==> src/rtl/hazard_pkg.sv <==
// rtl/hazard_pkg.sv - shared forwarding constants, FSM states and forwarding helper
package hazard_pkg;

  localparam logic [1:0] FWD_NONE = 2'b00;
  localparam logic [1:0] FWD_MEM  = 2'b01;
  localparam logic [1:0] FWD_WB   = 2'b10;

  typedef enum logic [1:0] {
    ST_RUN      = 2'd0,
    ST_MEM_WAIT = 2'd1,
    ST_ERROR    = 2'd2
  } hz_state_e;

  // Youngest producer wins: MEM is checked before WB; x0 never forwards.
  function automatic logic [1:0] fwd_select(
    input logic       mem_wr,
    input logic [4:0] mem_rd,
    input logic       wb_wr,
    input logic [4:0] wb_rd,
    input logic [4:0] rs
  );
    if (mem_wr && (mem_rd != 5'd0) && (mem_rd == rs)) return FWD_MEM;
    if (wb_wr && (wb_rd != 5'd0) && (wb_rd == rs)) return FWD_WB;
    return FWD_NONE;
  endfunction

endpackage

==> src/rtl/sat_counter.sv <==
// rtl/sat_counter.sv - 32-bit saturating event counter
module sat_counter (
  input  logic        clk,
  input  logic        rst,
  input  logic        inc,
  output logic [31:0] count
);

  logic [31:0] count_q;
  logic [31:0] count_d;

  // Next count: step on inc, hold once all ones.
  always_comb begin
    count_d = count_q;
    if (inc && (count_q != 32'hFFFF_FFFF)) count_d = count_q + 32'd1;
  end

  // Count register with asynchronous clear.
  always_ff @(posedge clk or posedge rst) begin
    if (rst) count_q <= 32'd0;
    else     count_q <= count_d;
  end

  assign count = count_q;

endmodule

==> src/rtl/hazard_ctrl.sv <==
// rtl/hazard_ctrl.sv - pipeline hazard unit: forwarding, stalls, flushes, redirect, memory timeout
module hazard_ctrl
  import hazard_pkg::*;
#(
  parameter int MEM_TIMEOUT = 255
) (
  input  logic        clk,
  input  logic        rst,
  input  logic [4:0]  id_rs1_addr,
  input  logic [4:0]  id_rs2_addr,
  input  logic [4:0]  ex_rs1_addr,
  input  logic [4:0]  ex_rs2_addr,
  input  logic [4:0]  ex_rd_addr,
  input  logic        ex_mem_read,
  input  logic        ex_br_taken,
  input  logic [31:0] ex_br_target,
  input  logic [4:0]  mem_rd_addr,
  input  logic        mem_reg_wr,
  input  logic [4:0]  wb_rd_addr,
  input  logic        wb_reg_wr,
  input  logic        dmem_req,
  input  logic        dmem_ready,
  output logic [1:0]  fwd_a_sel,
  output logic [1:0]  fwd_b_sel,
  output logic        pc_stall,
  output logic        if_id_stall,
  output logic        id_ex_stall,
  output logic        ex_mem_stall,
  output logic        if_id_flush,
  output logic        id_ex_flush,
  output logic        pc_redirect,
  output logic [31:0] redirect_pc,
  output logic [31:0] stall_cnt,
  output logic [31:0] flush_cnt,
  output logic        bus_err
);

  localparam int WW = (MEM_TIMEOUT < 2) ? 1 : $clog2(MEM_TIMEOUT + 1);
  localparam logic [WW-1:0] WAIT_LIMIT = WW'(MEM_TIMEOUT);

  hz_state_e     state_q;
  logic [WW-1:0] wait_q;
  logic          bus_err_q;

  logic mem_wait;
  logic mem_stall;
  logic load_use;

  assign mem_wait  = dmem_req & ~dmem_ready;
  // Outside RUN the pipeline is frozen regardless of the current handshake.
  assign mem_stall = (state_q == ST_RUN) ? mem_wait : 1'b1;
  assign load_use  = ex_mem_read && (ex_rd_addr != 5'd0) &&
                     ((ex_rd_addr == id_rs1_addr) || (ex_rd_addr == id_rs2_addr));

  // Zero-latency control: memory freeze > taken branch > load-use bubble.
  always_comb begin
    fwd_a_sel    = FWD_NONE;
    fwd_b_sel    = FWD_NONE;
    pc_stall     = 1'b0;
    if_id_stall  = 1'b0;
    id_ex_stall  = 1'b0;
    ex_mem_stall = 1'b0;
    if_id_flush  = 1'b0;
    id_ex_flush  = 1'b0;
    pc_redirect  = 1'b0;
    redirect_pc  = 32'd0;
    if (!rst) begin
      fwd_a_sel = fwd_select(mem_reg_wr, mem_rd_addr, wb_reg_wr, wb_rd_addr, ex_rs1_addr);
      fwd_b_sel = fwd_select(mem_reg_wr, mem_rd_addr, wb_reg_wr, wb_rd_addr, ex_rs2_addr);
      if (mem_stall) begin
        pc_stall     = 1'b1;
        if_id_stall  = 1'b1;
        id_ex_stall  = 1'b1;
        ex_mem_stall = 1'b1;
      end else if (ex_br_taken) begin
        pc_redirect = 1'b1;
        redirect_pc = ex_br_target;
        if_id_flush = 1'b1;
        id_ex_flush = 1'b1;
      end else if (load_use) begin
        pc_stall    = 1'b1;
        if_id_stall = 1'b1;
        id_ex_flush = 1'b1;
      end
    end
  end

  // Data-memory wait tracker; ERROR is sticky until reset, ready wins over timeout.
  always_ff @(posedge clk or posedge rst) begin
    if (rst) begin
      state_q   <= ST_RUN;
      wait_q    <= '0;
      bus_err_q <= 1'b0;
    end else begin
      case (state_q)
        ST_RUN: begin
          if (mem_wait) begin
            state_q <= ST_MEM_WAIT;
            wait_q  <= '0;
          end
        end
        ST_MEM_WAIT: begin
          if (dmem_ready) begin
            state_q <= ST_RUN;
          end else if (wait_q == WAIT_LIMIT) begin
            state_q   <= ST_ERROR;
            bus_err_q <= 1'b1;
          end else begin
            wait_q <= wait_q + 1'b1;
          end
        end
        ST_ERROR: bus_err_q <= 1'b1;
        default:  state_q   <= ST_RUN;
      endcase
    end
  end

  assign bus_err = bus_err_q;

  sat_counter u_stall_cnt (
    .clk   (clk),
    .rst   (rst),
    .inc   (pc_stall),
    .count (stall_cnt)
  );

  sat_counter u_flush_cnt (
    .clk   (clk),
    .rst   (rst),
    .inc   (pc_redirect),
    .count (flush_cnt)
  );

endmodule

==> config.mk <==
export PLATFORM = sky130hd
export DESIGN_NAME = hazard_ctrl
export DESIGN_NICKNAME = d
export VERILOG_FILES = /design/src/rtl/hazard_pkg.sv /design/src/rtl/sat_counter.sv /design/src/rtl/hazard_ctrl.sv
export SDC_FILE = /design/constraint.sdc
export NUM_CORES = 1
export LEC_CHECK = 0
export CAP_MARGIN = 20
export CORE_UTILIZATION = 39
export DETAILED_ROUTE_END_ITERATION = 8
export HOLD_SLACK_MARGIN = 0.03
export PLACE_DENSITY = 0.77
export SYNTH_ARGS = -nofsm -noshare
export SYNTH_HDL_FRONTEND = slang
export SYNTH_SLANG_ARGS = --single-unit
==> constraint.sdc <==
create_clock -name clk -period 3.98 [get_ports clk]
set_input_delay 0.796 -clock clk [delete_from_list [all_inputs] [get_ports clk]]
set_output_delay 0.796 -clock clk [all_outputs]
set_load 0.03 [all_outputs]
After elaboration in Yosys (flattened, before gate mapping)
Index checks and enable logic that the tools add are counted.
{"block": "classes", "eq_ne": 16, "bitwise": 3, "addsub": 3, "muxes": 47, "reduce_logical": 20}
{"op": "32-bit two-way mux", "count": 3}
{"op": "32-bit by 1-bit adder with 32-bit output, second input constant", "count": 2}
{"op": "32-bit inequality test, second input constant", "count": 2}
{"op": "5-bit equality test", "count": 6}
{"op": "2-bit two-way mux", "count": 13}
{"op": "1-bit two-way mux", "count": 25}
{"op": "8-bit two-way mux", "count": 3}
{"op": "8-bit one-hot mux with 2 select lines", "count": 1}
{"op": "5-bit nonzero test", "count": 3}
{"op": "1-bit logical AND", "count": 10}
{"op": "8-bit by 1-bit adder with 8-bit output, second input constant", "count": 1}
{"op": "8-bit equality test, second input constant", "count": 1}
{"op": "2-bit inequality test, second input constant", "count": 4}
{"op": "2-bit one-hot mux with 3 select lines", "count": 1}
{"op": "3-bit AND reduction", "count": 2}
{"op": "4-bit AND reduction", "count": 1}
{"op": "2-bit nonzero test", "count": 2}
{"op": "3-bit inequality test, second input constant", "count": 1}
{"op": "2-bit by 1-bit equality test with 1-bit output, second input constant", "count": 1}
{"op": "2-bit equality test, second input constant", "count": 1}
{"op": "2-bit logical NOT", "count": 1}
{"op": "1-bit inverter", "count": 2}
{"op": "1-bit one-hot mux with 2 select lines", "count": 1}
{"op": "1-bit AND", "count": 1}
{"op": "1-bit logical OR", "count": 1}
{"block": "totals", "inputBits": 75, "regBits": 75}

Logic depth before layout (Yosys ltp)
Gate-level depths: netlist (run 1).
{"block": "logic_depth", "word_depth": 10, "ltp_mapped": 8, "mapped_depth_nobuf": 7}

Cells and area by module
From an unflattened synthesis (run 1), not the netlist that was laid out.
{"block": "hier_totals", "hier_cells": 443, "area_unflattened_um2": 4420.5}
{"module": "sat_counter", "cells_each": 139, "area_per_inst_um2": 1561.5, "n_inst": 2}
{"module": "hazard_ctrl", "cells_each": 165, "area_per_inst_um2": 1297.5, "n_inst": 1}

Worst setup path before layout (run 1)
OpenSTA, ideal clock, no wires.
{"block": "synth_path", "path_kind": "input-to-output", "startpoint": "input port rst", "endpoint": "output port fwd_b_sel[1]", "arrival_ns": 4.141, "path_slack_ns": -0.957, "path_stages": 4, "required_ns": 3.184, "path_cell_list": "inv_1 o211ai_1 or4_1 nor4_1"}
{"block": "synth_between", "elab_chain_len": 1}
{"element": "from (decl)", "line_no": "hazard_ctrl.sv:8", "text": "input logic rst,"}
{"element": "2-bit two-way mux", "line_no": "hazard_ctrl.sv:67", "text": "if (!rst) begin"}
{"element": "to (decl)", "line_no": "hazard_ctrl.sv:24", "text": "output logic [1:0] fwd_b_sel,"}
No other way between the ends.

Worst setup path after layout (run 1)
{"block": "layout_path", "startpoint": "input port dmem_ready", "endpoint": "output port redirect_pc[16]"}
{"block": "layout_between", "elab_chain_len": 5}
{"element": "from (decl)", "line_no": "hazard_ctrl.sv:22", "text": "input logic dmem_ready,"}
{"element": "1-bit inverter", "line_no": "hazard_ctrl.sv:49", "text": "assign mem_wait = dmem_req & ~dmem_ready;"}
{"element": "1-bit AND", "line_no": "hazard_ctrl.sv:49"}
{"element": "1-bit two-way mux", "line_no": "hazard_ctrl.sv:51", "text": "assign mem_stall = (state_q == ST_RUN) ? mem_wait : 1'b1;"}
{"element": "32-bit two-way mux", "line_no": "hazard_ctrl.sv:70", "text": "if (mem_stall) begin"}
{"element": "32-bit two-way mux", "line_no": "hazard_ctrl.sv:67"}
{"element": "to (decl)", "line_no": "hazard_ctrl.sv:32", "text": "output logic [31:0] redirect_pc,"}
No other way between the ends.

==> run_summary.xml, run 1 <==
<?xml version="1.0" encoding="UTF-8"?>
<metrics>
  <group name="run_status">
    <metric name="run_status" unit="">finished, final reports clean</metric>
  </group>
  <group name="logic_synthesis">
    <metric name="synth_seq_cells" unit="">75</metric>
    <metric name="largest_family_of_logic_cells_by_synthesized_area" unit="">simple AND/OR/NAND/NOR gates</metric>
    <metric name="synth_area_in_simple_gates" unit="%">29.4</metric>
    <metric name="synth_largest_area_cell" unit="">dfrtp_1</metric>
    <metric name="synth.most_common_cell" unit="">dfrtp_1</metric>
    <metric name="synth-adder-area-share" unit="%">0.864</metric>
    <metric name="synth_enable_flop_cells" unit="">0</metric>
    <metric name="postSynth.topFlopCell" unit="">dfrtp_1</metric>
    <metric name="muxShareOfSynthArea" unit="%">1.01</metric>
    <metric name="postSynthAreaPerCell" unit="um2">10.0</metric>
    <metric name="yosysTopAreaCellShare" unit="%">43.2</metric>
    <metric name="mappedNetlistArea" unit="um2">4350</metric>
    <metric name="area_fraction_in_compound_gates_after_synthesis" unit="%">3.25</metric>
    <metric name="yosys.area_share.xor_xnor" unit="%">19.3</metric>
    <metric name="cell_types_occupying_the_most_area_after_synthesis" unit="">dfrtp_1 43%, xor2_1 10%, xnor2_1 9.1%</metric>
    <metric name="post_synth_num_cell_types" unit="">50</metric>
    <metric name="synth_warnings" unit="">0</metric>
    <metric name="ys_seq_area_share" unit="%">43.2</metric>
    <metric name="synth.top_cells.by_count" unit="">75 x dfrtp_1, 51 x xor2_1, 45 x xnor2_1</metric>
    <metric name="synthesis.instances" unit="">434</metric>
    <metric name="ys_async_sr_fraction" unit="%">100</metric>
    <metric name="syn-num-nets" unit="">512</metric>
  </group>
  <group name="floorplan">
    <metric name="effective_utilization_at_floorplan" unit="%">40.1</metric>
    <metric name="floorplan.die_area" unit="um2">11600</metric>
    <metric name="num_rows" unit="">38</metric>
    <metric name="dieHeight" unit="um">108</metric>
    <metric name="design.core.area" unit="um2">10800</metric>
    <metric name="die-width" unit="um">108</metric>
    <metric name="ios" unit="">183</metric>
  </group>
  <group name="grt">
    <metric name="grt_antenna_before_repair" unit="">0</metric>
    <metric name="maximum_number_of_pins_on_one_net_before_global_route_repair" unit="">76</metric>
    <metric name="track_usage" unit="%">20.2</metric>
    <metric name="grt_pass1_wl" unit="um">18500</metric>
    <metric name="gr-total-overflow" unit="">0</metric>
    <metric name="number_of_global_route_vias_before_repair" unit="">3916</metric>
  </group>
  <group name="power_and_ir_drop">
    <metric name="fin_total_pwr" unit="mW">2.04</metric>
    <metric name="total_leakage_power" unit="nW">2.82</metric>
    <metric name="switching_share" unit="%">32.4</metric>
    <metric name="powerDensity" unit="nW/um2">312</metric>
    <metric name="switching_power" unit="uW">660</metric>
    <metric name="vdd_drop_max" unit="mV">0.235</metric>
    <metric name="p_int" unit="mW">1.38</metric>
    <metric name="seq_power_share" unit="%">43.9</metric>
    <metric name="clock_power_share" unit="%">29.2</metric>
    <metric name="pwr-share-comb" unit="%">26.9</metric>
  </group>
  <group name="finish">
    <metric name="utilization" unit="%">60.2</metric>
    <metric name="diodes" unit="">0</metric>
    <metric name="area_growth" unit="%">50.2</metric>
    <metric name="design.final.nets" unit="">700</metric>
    <metric name="drive_gt1_share" unit="%">7.97</metric>
  </group>
  <group name="min_path">
    <metric name="hp-class" unit="">reg2reg</metric>
    <metric name="start_point_of_the_worst_hold_path" unit="">bus_err</metric>
    <metric name="worstHoldEndpoint" unit="">bus_err</metric>
    <metric name="worst_hold_path.num_cells" unit="">1</metric>
  </group>
  <group name="route">
    <metric name="wl" unit="um">11800</metric>
    <metric name="vias" unit="">3923</metric>
    <metric name="dr.first_iter.drc_count" unit="">114</metric>
    <metric name="routed_via_density" unit="">5.11</metric>
    <metric name="number_of_design_rule_violations_left_after_detail_routing" unit="">0</metric>
    <metric name="antenna_left" unit="">0</metric>
    <metric name="drtPass1Iterations" unit="">4</metric>
    <metric name="post_drt_wl_per_cell" unit="um">15.4</metric>
  </group>
  <group name="worst_setup_path">
    <metric name="critPathMaxFanout" unit="">36</metric>
    <metric name="worst_path_largest_cell_delay" unit="ns">0.70</metric>
    <metric name="r2r-end" unit="">u_stall_cnt.count[1]</metric>
    <metric name="critical-path-top-cell-by-count" unit="">clkdlybuf4s50_1</metric>
    <metric name="critical_path.cell_chain" unit="">clkdlybuf4s50_1 &gt; nand2b_1 &gt; nand4_1 &gt; inv_1 &gt; buf_12 &gt; and2_1 &gt; clkdlybuf4s50_1</metric>
    <metric name="critPathRequiredTime" unit="ns">3.18</metric>
    <metric name="crit_type" unit="">in2out</metric>
    <metric name="r2r.worst_path.cells" unit="">6</metric>
    <metric name="start_kind" unit="">input port</metric>
    <metric name="cp.arrival" unit="ns">2.95</metric>
    <metric name="critical_path.slowest_cell" unit="">clkdlybuf4s50_1</metric>
    <metric name="timing.rr.start" unit="">u_stall_cnt.count[0]</metric>
    <metric name="cp-end-kind" unit="">output port</metric>
    <metric name="reg2reg_slack" unit="ns">1.54</metric>
  </group>
  <group name="timing">
    <metric name="worst_slew_pin_slew" unit="ns">0.939</metric>
    <metric name="slew_viols_final" unit="">0</metric>
    <metric name="timing.final.hold_violations" unit="">0</metric>
    <metric name="final_setup_tns" unit="ns">0</metric>
    <metric name="max_clock_skew" unit="ns">0.0161</metric>
    <metric name="relSlewSlack" unit="%">37.4</metric>
    <metric name="final_setup_vio_count" unit="">0</metric>
    <metric name="fmax" unit="MHz">267</metric>
    <metric name="rsz0062_at_grt" unit="">false</metric>
    <metric name="post-route-min-period" unit="ns">3.74</metric>
    <metric name="min_period_over_period" unit="%">94.0</metric>
  </group>
  <group name="clocking">
    <metric name="cts_max_path_buffers" unit="">2</metric>
    <metric name="cts_inserted_buffers" unit="">9</metric>
    <metric name="numClockSinks" unit="">75</metric>
    <metric name="holdBufCountCts" unit="">0</metric>
    <metric name="htree_levels" unit="">3</metric>
    <metric name="root_buffer" unit="">clkbuf_8</metric>
    <metric name="cts.reportedPaths.clkPinSlew" unit="ns">0.08</metric>
    <metric name="insertion_delay" unit="ns">0.33</metric>
    <metric name="tritoncts" unit="">done</metric>
  </group>
  <group name="place">
    <metric name="gp_congestion" unit="">0.855</metric>
    <metric name="buffer_ports.inserted" unit="">182</metric>
    <metric name="dpl.hpwl" unit="um">9250</metric>
  </group>
  <group name="flow_run">
    <metric name="max-cap-violations" unit="">0</metric>
  </group>
</metrics>
## state kept, by name (all words and copies together), names as in the netlist
register	count
state_q	2
u_stall_cnt.count	32
wait_q	8
bus_err	1
u_flush_cnt.count	32
## critical path, delay by kind of cell
kind	cells	cell delay, ns
buf+inv	4	1.54
simple gates	3	0.60
## layout by cell type (no fill, tap or decap), types with 6 or more instances in the layout
master / Yosys / final
clkbuf_8: 0 / 10
clkdlybuf4s50_1: 0 / 178
buf_4: 3 / 7
xnor2_1: 45 / 45
nand3_1: 25 / 25
inv_1: 15 / 14
nor4_1: 10 / 9
xor2_1: 51 / 51
and3_1: 6 / 6
nor2_1: 27 / 27
dfrtp_1: 75 / 75
and2_1: 36 / 36
nor3_1: 25 / 25
nand4_1: 21 / 21
nand2_1: 32 / 32
## worst max path at each step
| stage | startpoint | to | cells after the start | slack, ns |
|---|---|---|---|---|
| 2_1_floorplan | rst | redirect_pc[22] | 5 | 0.11 |
| 3_3_place_gp | mem_rd_addr[2] | fwd_a_sel[1] | 6 | 0.22 |
| 3_5_place_dp | mem_rd_addr[1] | fwd_a_sel[1] | 6 | 0.16 |
| 4_1_cts | mem_rd_addr[1] | fwd_a_sel[1] | 6 | 0.15 |
| 5_1_grt | ex_rd_addr[1] | id_ex_flush | 6 | 0.14 |
| 6_report | dmem_ready | redirect_pc[16] | 7 | 0.24 |
## cell families after synthesis
kind of cell | count (synthesis)
buffers and inverters | 25
xor gates and xnor gates | 96
AOI/OAI and AO/OA | 16
adders and majority gates | 3
muxes | 4
and+or+nand+nor | 215
DFF | 75
## stage by stage
step | setup slack (ns) | instance area (um2) | hold WS [ns] | instances
3_5_place_dp | 0.155 | 6320 | 0.459 | 751
2_1_floorplan | 0.115 | 4360 | 0.497 | 434
4_1_cts | 0.145 | 6520 | 0.484 | 767
6_report | 0.237 | 6530 | 0.480 | 767
3_3_place_gp | 0.224 | 6320 | 0.452 | 751
5_1_grt | 0.137 | 6530 | 0.518 | 767
## per-layer routing
layer / GRT usage (%) / up-vias / wire [um]
met5: 0 / - / 0
li1: - / 1873 / -
met2: 34.8 / 114 / 6020
met4: 7.73 / 0 / 219
met3: 3.39 / 17 / 526
met1: 25.0 / 1919 / 5070
## power by group through the flow
| stage | clock network [mW] | registers (mW) | logic (mW) |
|---|---|---|---|
| 4_1_cts | 0.611 | 0.892 | 0.555 |
| 3_5_place_dp | 0 | 0.906 | 0.553 |
| 6_report | 0.594 | 0.894 | 0.548 |
| 5_1_grt | 0.642 | 0.905 | 0.583 |
| 2_1_floorplan | 0 | 0.978 | 0.209 |
| 3_3_place_gp | 0 | 0.902 | 0.539 |
## area by class of cell
class | instances | area [um2]
clock buffer | 10 | 138
clock inverter | 6 | 62.6
fill | 930 | 4310
inverter | 15 | 60.1
multi-input combinational | 334 | 2350
sequential | 75 | 1880
tap | 140 | 175
timing repair buffer | 187 | 1870
## timing repair
action                     in CTS  in global routing
gates resized for setup         0                  1
setup buffers                   0                  0
setup endpoints to repair       0                  1
Power figures use the tool's default switching activity.
==> run 2, diff against run 1 <==
ABC_CLOCK_PERIOD_IN_PS = 3980   (was default)
==> results of run 2 <==
The final DEF is identical to that of run 1; final timing and power are the same.
==> run 3, diff against run 2 <==
ABC_AREA = 1   (was default)
CORE_UTILIZATION = 43   (was 39)
GPL_TIMING_DRIVEN = 0   (was default)
PLACE_DENSITY = 0.79   (was 0.77)
==> run_summary.xml, run 3 <==
<?xml version="1.0" encoding="UTF-8"?>
<metrics>
  <group name="run_status">
    <metric name="run_status" unit="">finished, final reports clean</metric>
  </group>
  <group name="grt">
    <metric name="grt_antenna_before_repair" unit="">0</metric>
    <metric name="track_usage" unit="%">24.3</metric>
    <metric name="grt_pass1_wl" unit="um">25100</metric>
    <metric name="number_of_global_route_vias_before_repair" unit="">5188</metric>
    <metric name="gr-total-overflow" unit="">0</metric>
    <metric name="maximum_number_of_pins_on_one_net_before_global_route_repair" unit="">33</metric>
  </group>
  <group name="clocking">
    <metric name="numClockSinks" unit="">75</metric>
    <metric name="root_buffer" unit="">clkbuf_16</metric>
    <metric name="htree_levels" unit="">3</metric>
    <metric name="tritoncts" unit="">done</metric>
    <metric name="insertion_delay" unit="ns">0.34</metric>
    <metric name="cts_max_path_buffers" unit="">2</metric>
    <metric name="cts_inserted_buffers" unit="">9</metric>
    <metric name="holdBufCountCts" unit="">0</metric>
    <metric name="cts.reportedPaths.clkPinSlew" unit="ns">0.05</metric>
  </group>
  <group name="worst_setup_path">
    <metric name="start_kind" unit="">input port</metric>
    <metric name="critPathRequiredTime" unit="ns">3.18</metric>
    <metric name="cp-end-kind" unit="">output port</metric>
    <metric name="cp.arrival" unit="ns">3.05</metric>
    <metric name="critPathMaxFanout" unit="">29</metric>
    <metric name="crit_type" unit="">in2out</metric>
  </group>
  <group name="floorplan">
    <metric name="floorplan.die_area" unit="um2">13300</metric>
    <metric name="die-width" unit="um">115</metric>
    <metric name="effective_utilization_at_floorplan" unit="%">44.1</metric>
    <metric name="dieHeight" unit="um">115</metric>
    <metric name="design.core.area" unit="um2">12600</metric>
    <metric name="ios" unit="">183</metric>
    <metric name="num_rows" unit="">41</metric>
  </group>
  <group name="logic_synthesis">
    <metric name="cell_types_occupying_the_most_area_after_synthesis" unit="">dfrtp_1 34%, nand2_1 18%, nor2_1 8.1%</metric>
    <metric name="synth_enable_flop_cells" unit="">0</metric>
    <metric name="synth.most_common_cell" unit="">nand2_1</metric>
    <metric name="synth_warnings" unit="">0</metric>
    <metric name="yosysTopAreaCellShare" unit="%">33.9</metric>
    <metric name="mappedNetlistArea" unit="um2">5540</metric>
    <metric name="ys_async_sr_fraction" unit="%">100</metric>
    <metric name="syn-num-nets" unit="">905</metric>
    <metric name="synth_seq_cells" unit="">75</metric>
    <metric name="postSynthAreaPerCell" unit="um2">6.70</metric>
    <metric name="post_synth_num_cell_types" unit="">38</metric>
    <metric name="ys_seq_area_share" unit="%">33.9</metric>
    <metric name="postSynth.topFlopCell" unit="">dfrtp_1</metric>
    <metric name="synth_largest_area_cell" unit="">dfrtp_1</metric>
    <metric name="synthesis.instances" unit="">827</metric>
    <metric name="synth.top_cells.by_count" unit="">261 x nand2_1, 119 x nor2_1, 110 x inv_1</metric>
  </group>
  <group name="finish">
    <metric name="design.final.nets" unit="">1101</metric>
    <metric name="diodes" unit="">0</metric>
    <metric name="postLayoutCellArea" unit="um2">8000</metric>
    <metric name="drive_gt1_share" unit="%">7.40</metric>
    <metric name="n_fill_cell" unit="">1160</metric>
    <metric name="multi_input_comb_area" unit="um2">3060</metric>
    <metric name="most-common-layout-cells" unit="">261 x nand2_1, 160 x clkdlybuf4s50_1, 119 x nor2_1, 109 x inv_1, 75 x dfrtp_1</metric>
    <metric name="area_growth" unit="%">44.4</metric>
    <metric name="area.sequential" unit="um2">1880</metric>
    <metric name="mostFrequentLayoutCell" unit="">nand2_1</metric>
  </group>
  <group name="route">
    <metric name="drtPass1Iterations" unit="">5</metric>
    <metric name="antenna_left" unit="">0</metric>
    <metric name="post_drt_wl_per_cell" unit="um">13.2</metric>
    <metric name="dr.first_iter.drc_count" unit="">324</metric>
    <metric name="vias" unit="">5791</metric>
    <metric name="routed_via_density" unit="">4.83</metric>
    <metric name="number_of_design_rule_violations_left_after_detail_routing" unit="">0</metric>
    <metric name="wl" unit="um">15900</metric>
  </group>
  <group name="timing">
    <metric name="fin_worst_hold_slack" unit="ns">0.473</metric>
    <metric name="worst_slew_pin_slew" unit="ns">0.540</metric>
    <metric name="post-route-min-period" unit="ns">3.84</metric>
    <metric name="min_period_over_period" unit="%">96.6</metric>
    <metric name="fmax" unit="MHz">260</metric>
    <metric name="relSlewSlack" unit="%">63.7</metric>
    <metric name="max_clock_skew" unit="ns">0.00502</metric>
    <metric name="timing.final.hold_violations" unit="">0</metric>
    <metric name="final_setup_vio_count" unit="">0</metric>
    <metric name="slew_viols_final" unit="">0</metric>
    <metric name="rsz0062_at_grt" unit="">false</metric>
  </group>
  <group name="flow_run">
    <metric name="max-cap-violations" unit="">0</metric>
  </group>
  <group name="place">
    <metric name="dpl.hpwl" unit="um">12400</metric>
    <metric name="buffer_ports.inserted" unit="">182</metric>
    <metric name="gp_congestion" unit="">0.896</metric>
    <metric name="placed_area" unit="um2">7620</metric>
  </group>
  <group name="power_and_ir_drop">
    <metric name="fin_total_pwr" unit="mW">2.84</metric>
    <metric name="vdd_drop_max" unit="mV">0.261</metric>
    <metric name="total_leakage_power" unit="nW">4.08</metric>
    <metric name="powerDensity" unit="nW/um2">355</metric>
  </group>
  <group name="min_path">
    <metric name="hp-class" unit="">reg2reg</metric>
  </group>
</metrics>
==> run 3: path summary, 6_finish.rpt <==
| path | endpoint | slack (ns) | depth (start not counted) | startpoint |
|---|---|---|---|---|
| setup / recovery | redirect_pc[15] | 0.14 | 9 | rst |
| hold / removal | bus_err | 0.47 | 1 | bus_err |
| setup reg to reg | u_flush_cnt.count[22] | 2.06 | 9 | u_flush_cnt.count[0] |
| hold reg to reg | bus_err | 0.47 | 1 | bus_err |
| max in group asynchronous | u_stall_cnt.count[11] | 2.50 | 4 | rst |
| min in group asynchronous | wait_q[5] | 0.99 | 3 | rst |
==> run 3: power breakdown <==
group / internal, mW / switching, mW / total (mW)
Combinational: 0.418 / 0.602 / 1.02
Sequential: 0.843 / 0.100 / 0.943
Clock: 0.563 / 0.310 / 0.874
Total: 1.82 / 1.01 / 2.84
==> run 3: area by class of cell <==
| type | count | share of cell area (%) |
|---|---|---|
| Multi-Input combinational cell | 616 | 38.2 |
| Inverter | 117 | 5.54 |
| Timing Repair Buffer | 185 | 24.1 |
| Sequential cell | 75 | 23.5 |
| Buffer | 19 | 2.10 |
| Clock buffer | 13 | 3.13 |
| Clock inverter | 2 | 0.751 |
| Tap cell | 172 | 2.69 |
==> run 3: critical path, cell delays in order <==
cell and delay (ns):
clkdlybuf4s50_1 0.53, clkinvlp_4 0.16, buf_12 0.20, nand2_4 0.09, nor2_8 0.14, inv_2 0.13, clkbuf_2 0.20, nor2_1 0.11
clkdlybuf4s50_1 0.69
==> run 3: logic make-up (layout without fill, tap and decap cells) <==
group | Yosys count | in the layout | share of synthesized area, %
AND/OR/NAND/NOR | 522 | 522 | 41.7
buffers and inverters | 136 | 336 | 10.9
flip-flops | 75 | 75 | 33.9
XOR/XNOR | 60 | 60 | 9.49
AO/OA/AOI/OAI | 31 | 31 | 3.37
adder cells (fa/ha/maj) | 3 | 3 | 0.678
==> run 3: through the flow <==
step | setup TNS, ns | utilization, % | std cells | setup WS, ns
6_report | 0 | 63.6 | 1199 | 0.136
5_1_grt | 0 | 63.6 | 1199 | 0.00453
4_1_cts | 0 | 63.2 | 1199 | 0.000987
3_5_place_dp | -15.05 | 60.6 | 1183 | -0.579
3_3_place_gp | -62.00 | 60.3 | 1181 | -1.75
2_1_floorplan | 0 | - | 827 | 0.272
==> run 3: metal layers <==
metal  vias to the layer above  GRT usage [%]  share of wire, %
met3                        33           5.18               4.7
met1                      2671           30.9                44
li1                       2945              -                 -
met4                         0           10.1               2.6
met5                         -              0                 0
met2                       142           40.2                49
==> run 3: what timing repair did <==
item,in CTS,in global routing
pin swaps,0,0
buffers inserted,1,0
resized for setup,3,22
setup endpoints to repair,33,22
